$ cat config.mk
export PLATFORM = sky130hd
export DESIGN_NAME = ac97_cmd_scheduler
export DESIGN_NICKNAME = d
export VERILOG_FILES = /design/src/rtl/ac97_cmd_scheduler.sv
export SDC_FILE = /design/constraint.sdc
export NUM_CORES = 1
export LEC_CHECK = 0
export CORE_MARGIN = 2
export CORE_UTILIZATION = 40
export CTS_CLUSTER_DIAMETER = 50
export DETAILED_ROUTE_END_ITERATION = 12
export PLACE_DENSITY = 0.77
export SYNTH_ARGS = -nofsm -noshare
export SYNTH_HDL_FRONTEND = slang
export SYNTH_SLANG_ARGS = --single-unit
export TNS_END_PERCENT = 50
$ cat constraint.sdc
create_clock -name sys_clk -period 4.1 [get_ports sys_clk]
set_clock_uncertainty 0.05 [all_clocks]
set_input_delay 0.615 -clock sys_clk [delete_from_list [all_inputs] [get_ports sys_clk]]
set_output_delay 0.615 -clock sys_clk [all_outputs]
set_load 0.05 [all_outputs]
$ cat src/rtl/ac97_cmd_scheduler.sv
// ac97_cmd_scheduler
// Owns AC-link slots 1/2 in both directions. It takes one CSR register access at
// a time, puts the command into the next outgoing frame, and for reads waits for
// the matching status reply in incoming frames. A reply that has not arrived
// after TIMEOUT_FRAMES incoming frames completes the read with 16'hFFFF.
//
// Optional build macro: AC97_CMD_RETRY_EN. When it is defined, the first read
// timeout resends the same command once, and only a second timeout is reported.
module ac97_cmd_scheduler #(
  parameter int unsigned TIMEOUT_FRAMES = 4
) (
  input  logic        sys_clk,
  input  logic        sys_rst_n,
  input  logic        req_stb,
  input  logic        req_we,
  input  logic [6:0]  req_addr,
  input  logic [15:0] req_wdata,
  output logic        req_ack,
  output logic        busy,
  output logic        rsp_stb,
  output logic [15:0] rsp_data,
  output logic        rsp_timeout,
  input  logic        down_next_frame,
  output logic        down_addr_valid,
  output logic [19:0] down_addr,
  output logic        down_data_valid,
  output logic [19:0] down_data,
  input  logic        up_next_frame,
  input  logic        up_frame_valid,
  input  logic        up_addr_valid,
  input  logic        up_data_valid,
  input  logic [19:0] up_addr,
  input  logic [19:0] up_data
);

  typedef enum logic [1:0] {IDLE, ISSUE, WAIT_RSP, DONE} state_t;

  localparam logic [7:0] TIMEOUT_CNT = 8'(TIMEOUT_FRAMES);

  state_t      state;
  logic        cmd_we;
  logic [6:0]  cmd_addr;
  logic [15:0] cmd_wdata;
  logic [7:0]  frame_cnt;
`ifdef AC97_CMD_RETRY_EN
  logic        retried;
`endif

  logic reply_match;
  logic timeout_hit;

  // Reply qualification and "this mismatched frame is the last one we wait for".
  assign reply_match = up_frame_valid & up_addr_valid & up_data_valid &
                       (up_addr[18:12] == cmd_addr);
  assign timeout_hit = ((frame_cnt + 8'd1) == TIMEOUT_CNT);

  // busy is derived from the registered state, so it is glitch-free.
  assign busy = (state != IDLE);

  // Command FSM with registered slot and response outputs.
  always_ff @(posedge sys_clk) begin
    if (!sys_rst_n) begin
      state           <= IDLE;
      cmd_we          <= 1'b0;
      cmd_addr        <= '0;
      cmd_wdata       <= '0;
      frame_cnt       <= '0;
      req_ack         <= 1'b0;
      rsp_stb         <= 1'b0;
      rsp_data        <= '0;
      rsp_timeout     <= 1'b0;
      down_addr_valid <= 1'b0;
      down_addr       <= '0;
      down_data_valid <= 1'b0;
      down_data       <= '0;
`ifdef AC97_CMD_RETRY_EN
      retried         <= 1'b0;
`endif
    end else begin
      // NOTE: pulse outputs default low here and are raised only by the branch
      // that wants them; later non-blocking writes in the same block win.
      req_ack <= 1'b0;
      rsp_stb <= 1'b0;

      case (state)
        IDLE: begin
          frame_cnt <= '0;
          if (req_stb) begin
            cmd_we          <= req_we;
            cmd_addr        <= req_addr;
            cmd_wdata       <= req_wdata;
            req_ack         <= 1'b1;
            down_addr_valid <= 1'b1;
            down_addr       <= {~req_we, req_addr, 12'h000};
            down_data_valid <= req_we;
            down_data       <= {req_wdata, 4'h0};
`ifdef AC97_CMD_RETRY_EN
            retried         <= 1'b0;
`endif
            state           <= ISSUE;
          end
        end

        ISSUE: begin
          // The framer has latched the slots; they must not go out twice.
          if (down_next_frame) begin
            down_addr_valid <= 1'b0;
            down_addr       <= '0;
            down_data_valid <= 1'b0;
            down_data       <= '0;
            if (cmd_we) begin
              rsp_stb     <= 1'b1;
              rsp_data    <= '0;
              rsp_timeout <= 1'b0;
              state       <= DONE;
            end else begin
              state <= WAIT_RSP;
            end
          end
        end

        WAIT_RSP: begin
          if (up_next_frame) begin
            if (reply_match) begin
              rsp_stb     <= 1'b1;
              rsp_data    <= up_data[19:4];
              rsp_timeout <= 1'b0;
              state       <= DONE;
            end else begin
              // Counter stops at TIMEOUT_FRAMES because the state is left here.
              frame_cnt <= frame_cnt + 8'd1;
              if (timeout_hit) begin
`ifdef AC97_CMD_RETRY_EN
                if (!retried) begin
                  retried         <= 1'b1;
                  frame_cnt       <= '0;
                  down_addr_valid <= 1'b1;
                  down_addr       <= {~cmd_we, cmd_addr, 12'h000};
                  down_data_valid <= cmd_we;
                  down_data       <= {cmd_wdata, 4'h0};
                  state           <= ISSUE;
                end else begin
                  rsp_stb     <= 1'b1;
                  rsp_data    <= 16'hFFFF;
                  rsp_timeout <= 1'b1;
                  state       <= DONE;
                end
`else
                rsp_stb     <= 1'b1;
                rsp_data    <= 16'hFFFF;
                rsp_timeout <= 1'b1;
                state       <= DONE;
`endif
              end
            end
          end
        end

        DONE: begin
          // rsp_stb is high for exactly this cycle.
          state <= IDLE;
        end

        default: state <= IDLE;
      endcase
    end
  end

endmodule
# After elaboration in Yosys (flattened, before gate mapping)
# Index checks and enable logic that the tools add are counted.
# totals
romBits	0
mem_bits_rw	0
output_inout_bits	62
elab_cells	78
reg_bits	79
mem_count	0
latch_bits	0
# classes
reduce_logical	11
eq_ne	11
bitwise_logic	4
div_mod_pow	0
muxes	39
shifts	0
mul	0
order_cmp	0
add_sub_neg	1
# ops
cell	count
$mux W16	5
$pmux W20 S2	2
$mux W20	3
$pmux W16 S2	1
$mux W8	2
$pmux W8 S2	1
$mux W1	15
$mux W2	5
$ne A2 B2 Y1 const B	5
$add A8 B1 Y8 const B	1
$eq A8 B3 Y1 const B	1
$pmux W1 S2	4
$pmux W2 S4	1
$reduce_bool A2 Y1	4
$eq A7 B7 Y1	1
$reduce_and A3 Y1	2
$reduce_and A5 Y1	1
$eq A2 B2 Y1 const B	2
$reduce_and A2 Y1	2
$reduce_and A4 Y1	1
$and A1 B1 Y1	3
$ne A3 B3 Y1 const B	1
$eq A2 B1 Y1 const B	1
$logic_not A2 Y1	1
$not A1 Y1	1

# Logic depth before layout (Yosys ltp)
# Gate-level depths: netlist (run 1).
# logic_depth
word_depth	6
ltp_mapped	9

# Worst setup path after synthesis (run 1)
# Ideal clock, no wire load.
# synth_timing
path_kind	input -> register
from	in up_addr[16]
to	reg rsp_data[2]
stages	6
slack_ns	1.824
path_buffers	1
setup_time_ns	0.130
t_arrival_ns	2.095
cell_sequence	xor2_1 -> or4_4 -> o211a_4 -> buf_6 -> a222oi_1 -> o22ai_1
# synth_between
elab_chain_cells	5
elab_cells_between_ends	7
# synth_lines
item	line_no	rtl
start: declaration	32	input logic [19:0] up_addr,
$eq A7 B7 Y1 (*)	54	(up_addr[18:12] == cmd_addr);
$and A1 B1 Y1 (*)	53	assign reply_match = up_frame_valid & up_addr_valid & up_data_valid &
$mux W16	124	if (reply_match) begin
$mux W16	123	if (up_next_frame) begin
$pmux W16 S2	85	case (state)
end signal: assignment	126	rsp_data <= up_data[19:4];
end: declaration	21	output logic [15:0] rsp_data,
# Mark *: on every way between the ends. The rest lies on a longest branch, timed or not. The select of a mux whose other input is x is not followed.
# A chain may end at the register's enable or synchronous reset.

# Worst setup path in the final report (run 1)
# layout_timing
from	in up_addr[16]
to	reg rsp_data[13]
# The elaborated chain is that of the path after synthesis.

==> metrics.cfg, run 1 <==
[outcome]
outcome=complete, no violations

[clock_tree]
cts_setup_buffers=0
clkTransAtPathRegs_ns=0.07
htree_num_levels=3
cts_buffers=9
clockRootBuffer=clkbuf_8
clk_latency_ns=0.33
cts_buffer_depth=2
cts_tree=done
clock_sinks=63
cts_resized=0
postCtsHoldBufs=0

[worst_setup_path]
cp.required_ns=4.20
path_cells=clkdlybuf4s50_1 > xor2_1 > nor4_1 > a31oi_1 > o21ai_1 > o22ai_1
arrival_ns=2.96
start_kind=primary input
critical_path_class=in2reg
crit_fanout=16
endpoint_kind=flip-flop
cpMaxStageDelayCell=nor4_1
worst-path-buf-inv=1
cpPeakStageDelay_ns=0.70
critPathTopFamily=compound AO/OA/AOI/OAI gates

[detailed_routing]
wl_per_cell_um=14.6
drcViolationCount=0
firstDrtPassIters=5
drtIter0Drc=195
vias_per_cell=5.43
vias=2938
finalWirelength_um=7920
ant_nets=0

[floorplanning]
start_util_pct=41.3
dieHeight_um=90.6
die_w_um=90.6
ios=134
num_rows=31
core_area_um2=7250
die_area_um2=8200

[logic_synthesis]
post_synth.cell_area_avg_um2=8.66
synth_edf_count=0
seq_area_frac_synth_pct=42.1
yosysTopAreaCell=dfxtp_1
yosys_warnings=0
synth_most_common_cell=dfxtp_1
netlist.area_leader.share_pct=42.1
ys_top_cells_by_area=dfxtp_1, a22oi_1, nand2_1, a222oi_1, buf_4
ys_seq_elements=63
synth_top_flop_cell=dfxtp_1
yosysUniqueCellTypes=49
synth_common_cells=dfxtp_1, nand2_1, nor2_1, a22oi_1, a21oi_1
synth_async_sr_flop_share_pct=0
syn_area_um2=3000
netlist_instances=346

[global_routing]
grt_usage_pct=19.0
grt_max_degree=60
grt_pass1_wl_um=13000
grt_overflow=0
grt_pass1_vias=2829
grt_antenna_before_repair=0

[sta]
slew_violations=0
hold_viol=0
rsz0062_at_grt=false
slew_headroom_pct=19.1
period_share_pct=69.7
setup_slack_ns=1.24
setup_tns_ns=0
fmax_mhz=350
worst_hold_slack_ns=0.417
final-setup-viol-count=0
tightest_slew_ns=1.21
layout_min_cycle_time_ns=2.86

[cells_and_area]
drive_gt1_share_pct=6.33
stdcell_count=541
num_antenna_cells=0
syn2layout_area_growth_pct=39.0
final_util_pct=57.4
layout.nets=514

[power_and_ir_drop]
power_per_cell_area_nw_per_um2=525
leakage_uw=0.00147
peakVddDrop_mv=0.370

[placed_design]
gp_congestion=0.842
place_ws_ns=0.892
port_buffers=100
hpwl_um=5430
dp.cells=525

[hold_path]
worstHoldPathType=reg2reg

[run]
max_cap_violations=0

==> stage by stage <==
| stage | power (µW) | area (µm²) |
|---|---|---|
| after global placement | 1700 | 3990 |
| after global routing | 2320 | 4170 |
| after CTS | 2210 | 4170 |
| after detailed placement | 1730 | 3990 |
| final | 2190 | 4170 |
| after floorplan | 1440 | 3050 |
==> flip-flops by register name, indices dropped and copies added (netlist names) <==
| name | count |
|---|---|
| rsp_timeout | 1 |
| rsp_stb | 1 |
| down_data_valid | 1 |
| state | 2 |
| frame_cnt | 8 |
| down_data | 16 |
| cmd_addr | 7 |
| down_addr | 8 |
| rsp_data | 16 |
| req_ack | 1 |
| down_addr_valid | 1 |
| cmd_we | 1 |
==> layout by cell type (no fill, tap or decap), types with 3 or more instances in the layout <==
| cell type | netlist | routed |
|---|---|---|
| nand3_1 | 11 | 11 |
| nor2_1 | 30 | 29 |
| clkdlybuf4s50_1 | 0 | 100 |
| a311oi_1 | 3 | 3 |
| o22ai_1 | 16 | 16 |
| conb_1 | 1 | 16 |
| a21oi_1 | 18 | 18 |
| a22oi_1 | 25 | 25 |
| buf_4 | 17 | 3 |
| inv_1 | 8 | 8 |
| nand2b_1 | 3 | 3 |
| dfxtp_1 | 63 | 63 |
| nand2_1 | 44 | 44 |
| xnor2_1 | 6 | 6 |
| a31oi_1 | 6 | 6 |
| and2_1 | 16 | 16 |
| ha_1 | 5 | 5 |
| clkbuf_8 | 0 | 11 |
| a222oi_1 | 16 | 16 |
| a211oi_1 | 3 | 3 |
==> per-layer routing <==
metal / GRT usage [%] / part of all wire, % / wire length (µm)
met1: 23.0 / 43 / 3410
met2: 32.8 / 49 / 3910
met3: 5.18 / 6.3 / 496
met4: 5.64 / 1.4 / 108
met5: 0 / 0 / 0
==> worst register-to-register path: stages, from the launching register on <==
cell and delay (ns):
dfxtp_1 0.35, ha_1 0.26, xnor2_1 0.15, nor4b_2 0.56
nand2_1 0.15, o21ai_1 0.95, o22ai_1 0.16
==> final timing paths <==
check                      end         start  cells after the start  slack [ns]
setup / recovery  rsp_data[13]   up_addr[16]                      6        1.24
hold / removal     cmd_addr[4]   cmd_addr[4]                      2        0.42
hold reg to reg    cmd_addr[4]   cmd_addr[4]                      2        0.42
setup reg to reg  rsp_data[13]  frame_cnt[0]                      6        1.31
==> cells by family (layout without fill, tap and decap cells) <==
family / Yosys count / in the layout / synth area share (%)
XOR/XNOR: 9 / 9 / 2.88
multiplexers: 1 / 1 / 0.334
AND/OR/NAND/NOR: 117 / 117 / 18.4
buffers and inverters: 47 / 128 / 8.39
flip-flops: 63 / 63 / 42.1
AO/OA/AOI/OAI: 103 / 103 / 25.7
other: 1 / 16 / 0.125
adder cells (fa/ha/maj): 5 / 5 / 2.09
==> cell type report <==
class                           count  area, µm²
Clock buffer                       13        159
Clock inverter                      3       17.5
Fill cell                         671       3090
Inverter                            9       33.8
Multi-Input combinational cell    251       1550
Sequential cell                    63       1260
Tap cell                           99        124
Timing Repair Buffer              103       1020
==> power by group <==
| part | internal, µW | switching [µW] | leakage [µW] | total [µW] |
|---|---|---|---|---|
| Sequential | 694 | 49.7 | 0.000512 | 744 |
| Clock | 251 | 233 | 0.0000894 | 484 |
| Combinational | 316 | 643 | 0.000868 | 959 |
| Total | 1260 | 926 | 0.00147 | 2190 |
Power figures use the tool's default switching activity.
==> inputs of run 2 (changes only) <==
Settings changed: CORE_UTILIZATION 40 to 38.
Clock period 4.1 ns to 2.3 ns, I/O delays scaled along.
==> run 2 against run 1 <==
Net effect:
- register-to-register slack lost 1.1 ns
- cell count grew 3.1%
- design area grew 2.6%
- critical path type unchanged
==> metrics.cfg, run 2 (synthesis gave the netlist of run 1 again) <==
[outcome]
outcome=complete, no violations

[clock_tree]
cts_buffer_depth=2
clockRootBuffer=clkbuf_8
clk_latency_ns=0.33
clkTransAtPathRegs_ns=0.08
cts_buffers=9
clock_sinks=63
htree_num_levels=3
cts_tree=done

[power_and_ir_drop]
p_int_uw=2210
pwr-share-comb_pct=44.8
p_clk_share_pct=21.3
power_per_cell_area_nw_per_um2=916
p_sw_share_pct=43.4
seq_power_share_pct=33.9
leakage_uw=0.00153
p_switching_uw=1700
peakVddDrop_mv=0.657

[worst_setup_path]
rrSetupSlack_ns=0.19
start_kind=primary input
arrival_ns=2.30
endpoint_kind=flip-flop
cpPeakStageDelay_ns=0.56
worst-path-buf-inv=1
critPathTopFamily=compound AO/OA/AOI/OAI gates
cpMaxStageDelayCell=or4_4
critical_path_class=in2reg
cp.required_ns=2.47
path_cells=clkdlybuf4s50_1 > xor2_1 > or4_4 > o211a_4 > a222oi_1 > o22ai_1
crit_fanout=16

[cells_and_area]
layout.nets=528
seqCellArea_um2=1260
reg_top3=down_data x16, rsp_data x16
stdcell_count=558
num-fill-cells=717
multi_input_area_um2=1550
num_antenna_cells=0
final_common_cell=clkdlybuf4s50_1
final_util_pct=55.6
drive_gt1_share_pct=10.1
syn2layout_area_growth_pct=42.5
final_cell_mix=clkdlybuf4s50_1, dfxtp_1, nand2_1

[placed_design]
gp_congestion=0.856
port_buffers=100
hpwl_um=5720
dp.cells=542

[global_routing]
met3_usage_pct=5.70
use_met2_pct=31.4
grt_usage_pct=18.9
grt_max_degree=35
gr-max-usage-layer=met2
grt_antenna_before_repair=0
grt_pass1_wl_um=13200
use_met1_pct=22.9
grt_pass1_vias=2855
grt_overflow=0

[floorplanning]
num_rows=32
start_util_pct=39.0
die_area_um2=8610
ios=134
die_w_um=92.8
dieHeight_um=92.8
core_area_um2=7690

[sta]
fmax_mhz=469
slew_headroom_pct=29.9
period_share_pct=92.7
final-setup-viol-count=0
worst_hold_slack_ns=0.420
layout_min_cycle_time_ns=2.13
rsz0062_at_grt=true
hold_viol=0
slew_violations=0
tightest_slew_ns=1.05
setup_tns_ns=0

[hold_path]
worstHoldPathType=reg2reg

[detailed_routing]
drtIter0Drc=261
firstDrtPassIters=6
drcViolationCount=0
vias_per_cell=5.30
vias=2960
finalWirelength_um=8000
ant_nets=0
wl_per_cell_um=14.3

[run]
max_cap_violations=0

run 2: changes by cell type in the layout (fill, tap and decap cells not counted):
cell,delta
a21oi_1,-1
a21oi_2,+1
buf_4,+15
clkbuf_1,-2
clkbuf_8,-2
clkdlybuf4s50_1,-1
clkinvlp_4,+3
inv_6,+1
run 2: worst min-delay path: cells and delay by family (launching register included):
family | cells | cell delay [ns]
AO/OA/AOI/OAI | 1 | 0.05
flip-flops | 1 | 0.32
AND/OR/NAND/NOR | 1 | 0.05
run 2: per-layer routing:
| layer | wire [µm] | share of wire [%] |
|---|---|---|
| met1 | 3330 | 42 |
| met2 | 3960 | 49 |
| met3 | 614 | 7.7 |
| met4 | 99 | 1.2 |
| met5 | 0 | 0 |
run 2: path summary, 6_finish.rpt:
kind,startpoint,end,depth (start not counted)
worst min-delay path,cmd_addr[4],cmd_addr[4],2
worst max-delay path,up_addr[16],rsp_data[9],6
worst min register to register,cmd_addr[4],cmd_addr[4],2
worst max register to register,frame_cnt[0],rsp_data[8],7
run 2: final cells by class:
class	instances	area share, %
well taps	102	2.99
inverters	9	0.791
multi-input cells	251	36.3
flip-flops and latches	63	29.5
repair buffers	117	26.4
clock inverters	7	1.14
clock buffers	9	2.90
run 2: repair_timing:
item,CTS,global route
hold buffers,0,0
setup buffers,0,0
resized for setup,0,1
endpoints found under the setup margin,0,14
run 2: metrics by stage:
| stage | setup slack, ns | total power [µW] | cell area, µm² |
|---|---|---|---|
| 4_1_cts | 0.00632 | 3950 | 4270 |
| 3_5_place_dp | -0.192 | 3100 | 4100 |
| 5_1_grt | -0.0153 | 4160 | 4270 |
| 2_1_floorplan | 0.160 | 2560 | 3050 |
| 3_3_place_gp | -0.154 | 3060 | 4100 |
| 6_report | 0.167 | 3910 | 4270 |
run 2: power groups by stage:
stage	clock (µW)	combinational, µW	sequential, µW
3_3_place_gp	0	1710	1340
5_1_grt	914	1900	1340
2_1_floorplan	0	874	1690
6_report	833	1750	1330
3_5_place_dp	0	1750	1350
4_1_cts	863	1760	1330
==> inputs of run 3 (changes only) <==
Settings changed: SLEW_MARGIN set to 10.
Clock period 2.3 ns to 1.75 ns, I/O delays scaled along.
==> run 3 against run 2 <==
Net effect:
- critical path depth decreased by 1
- sequential power increased by 32%
- register-to-register slack got worse by 0.38 ns
- worst hold slack improved by 0.0012 ns
- flip-flop and latch count unchanged
- non-clock buffer count increased by 34
- power increased by 50%
- core utilization increased by 5.9 points
- the flow now finishes with violations (negative setup slack)
- first-iteration DRC count decreased by 11%
- cell count increased by 6.1%
==> metrics.cfg, run 3 (synthesis gave the netlist of run 1 again) <==
[placed_design]
gp_congestion=0.868
hpwl_um=5790
port_buffers=100
dp.cells=572

[cells_and_area]
final_cell_mix=buf_4, dfxtp_1, clkdlybuf4s50_1
reg_top3=down_data x16, rsp_data x16
drive_gt1_share_pct=30.6
stdcell_count=592
num-fill-cells=662
seqCellArea_um2=1270
final_common_cell=buf_4
final_util_pct=61.4
syn2layout_area_growth_pct=57.6
multi_input_area_um2=1720
layout.nets=563
num_antenna_cells=0

[detailed_routing]
vias_per_cell=5.32
drtIter0Drc=232
ant_nets=0
vias=3152
firstDrtPassIters=6
drcViolationCount=0
finalWirelength_um=8450
wl_per_cell_um=14.3

[floorplanning]
ios=134
dieHeight_um=92.8
start_util_pct=39.0
die_w_um=92.8
core_area_um2=7690
die_area_um2=8610
num_rows=32

[worst_setup_path]
crit_end=rsp_data[8]
critical_path_class=reg2reg
worst-r2r-cell-count=5
worst-path-buf-inv=0
cpMaxStageDelayCell=or4_4
r2r-start=cmd_addr[4]
cp.required_ns=1.92
crit_path_start=cmd_addr[4]
start_kind=flip-flop
cpPeakStageDelay_ns=0.56
crit_fanout=8
endpoint_kind=flip-flop
r2r-end=rsp_data[8]
arrival_ns=2.11
cp.depth=5
rrSetupSlack_ns=-0.19
critPathTopFamily=compound AO/OA/AOI/OAI gates
path_cells=xor2_2 > or4_4 > o211a_4 > a222oi_1 > o22ai_1

[run]
max_cap_violations=0

[sta]
final-setup-viol-count=20
hold_viol=0
setup_slack_ns=-0.187
rsz0062_at_grt=true
fmax_mhz=516
layout_min_cycle_time_ns=1.94
period_share_pct=111
slew_violations=0
worst_hold_slack_ns=0.422

[clock_tree]
clk_latency_ns=0.34
clockRootBuffer=clkbuf_8
cts_tree=done
clock_sinks=63
clkTransAtPathRegs_ns=0.07
htree_num_levels=3
cts_buffers=9
cts_buffer_depth=2

[outcome]
failed_checks=negative setup slack
outcome=finished with violations

[power_and_ir_drop]
peakVddDrop_mv=0.805
leakage_uw=0.00189
power_per_cell_area_nw_per_um2=1240

[global_routing]
grt_pass1_wl_um=13300
grt_max_degree=38
grt_usage_pct=18.9
grt_overflow=0
grt_pass1_vias=2912
grt_antenna_before_repair=0

[hold_path]
worstHoldPathType=reg2reg

run 3: worst min path at each step:
stage                startpoint           to  cells past startpoint
floorplan           req_addr[6]  cmd_addr[6]                      2
global placement    cmd_addr[0]  cmd_addr[0]                      2
detailed placement  cmd_addr[1]  cmd_addr[1]                      2
CTS                 cmd_addr[4]  cmd_addr[4]                      2
global route        cmd_addr[1]  cmd_addr[1]                      2
finish              cmd_addr[1]  cmd_addr[1]                      2
run 3: routing by layer:
layer  up-vias  track usage (%)  part of all wire [%]
li1       1529                -                     -
met1      1487             24.1                    42
met2       125             30.8                    48
met3        11             4.96                   7.9
met4         0             6.62                   1.3
met5         -                0                     0
run 3: cell type report:
| type | count | area share, % |
|---|---|---|
| Clock buffer | 12 | 3.29 |
| Clock inverter | 3 | 0.901 |
| Inverter | 9 | 0.715 |
| Multi-Input combinational cell | 252 | 36.5 |
| Sequential cell | 63 | 26.9 |
| Tap cell | 102 | 2.70 |
| Timing Repair Buffer | 151 | 29.0 |
run 3: repair_timing:
| action | CTS | global route |
|---|---|---|
| gates resized for setup | 13 | 29 |
| cloned | 1 | 0 |
| pin swaps | 13 | 13 |
| hold buffers | 0 | 0 |
| endpoints found under the setup margin | 26 | 51 |
| buffers inserted | 3 | 1 |
run 3: per-stage QoR:
stage | setup TNS (ns) | total power, µW | cell area (µm²) | setup slack [ns]
after floorplan | -2.18 | 3390 | 3090 | -0.155
after global placement | -12.90 | 4320 | 4320 | -0.550
after detailed placement | -13.66 | 4370 | 4320 | -0.599
after CTS | -2.74 | 5710 | 4590 | -0.191
after global routing | -3.95 | 6170 | 4720 | -0.227
final | -2.75 | 5860 | 4720 | -0.187
run 3: power breakdown:
part | internal (µW) | total [µW] | switching, µW
Clock | 726 | 1270 | 539
Sequential | 1630 | 1760 | 123
Combinational | 1140 | 2840 | 1700
Total | 3500 | 5860 | 2360
run 3: tightest hold or removal path: stages (launching register included):
cell     delay [ns]
dfxtp_1        0.32
nand2_1        0.05
a21oi_1        0.05
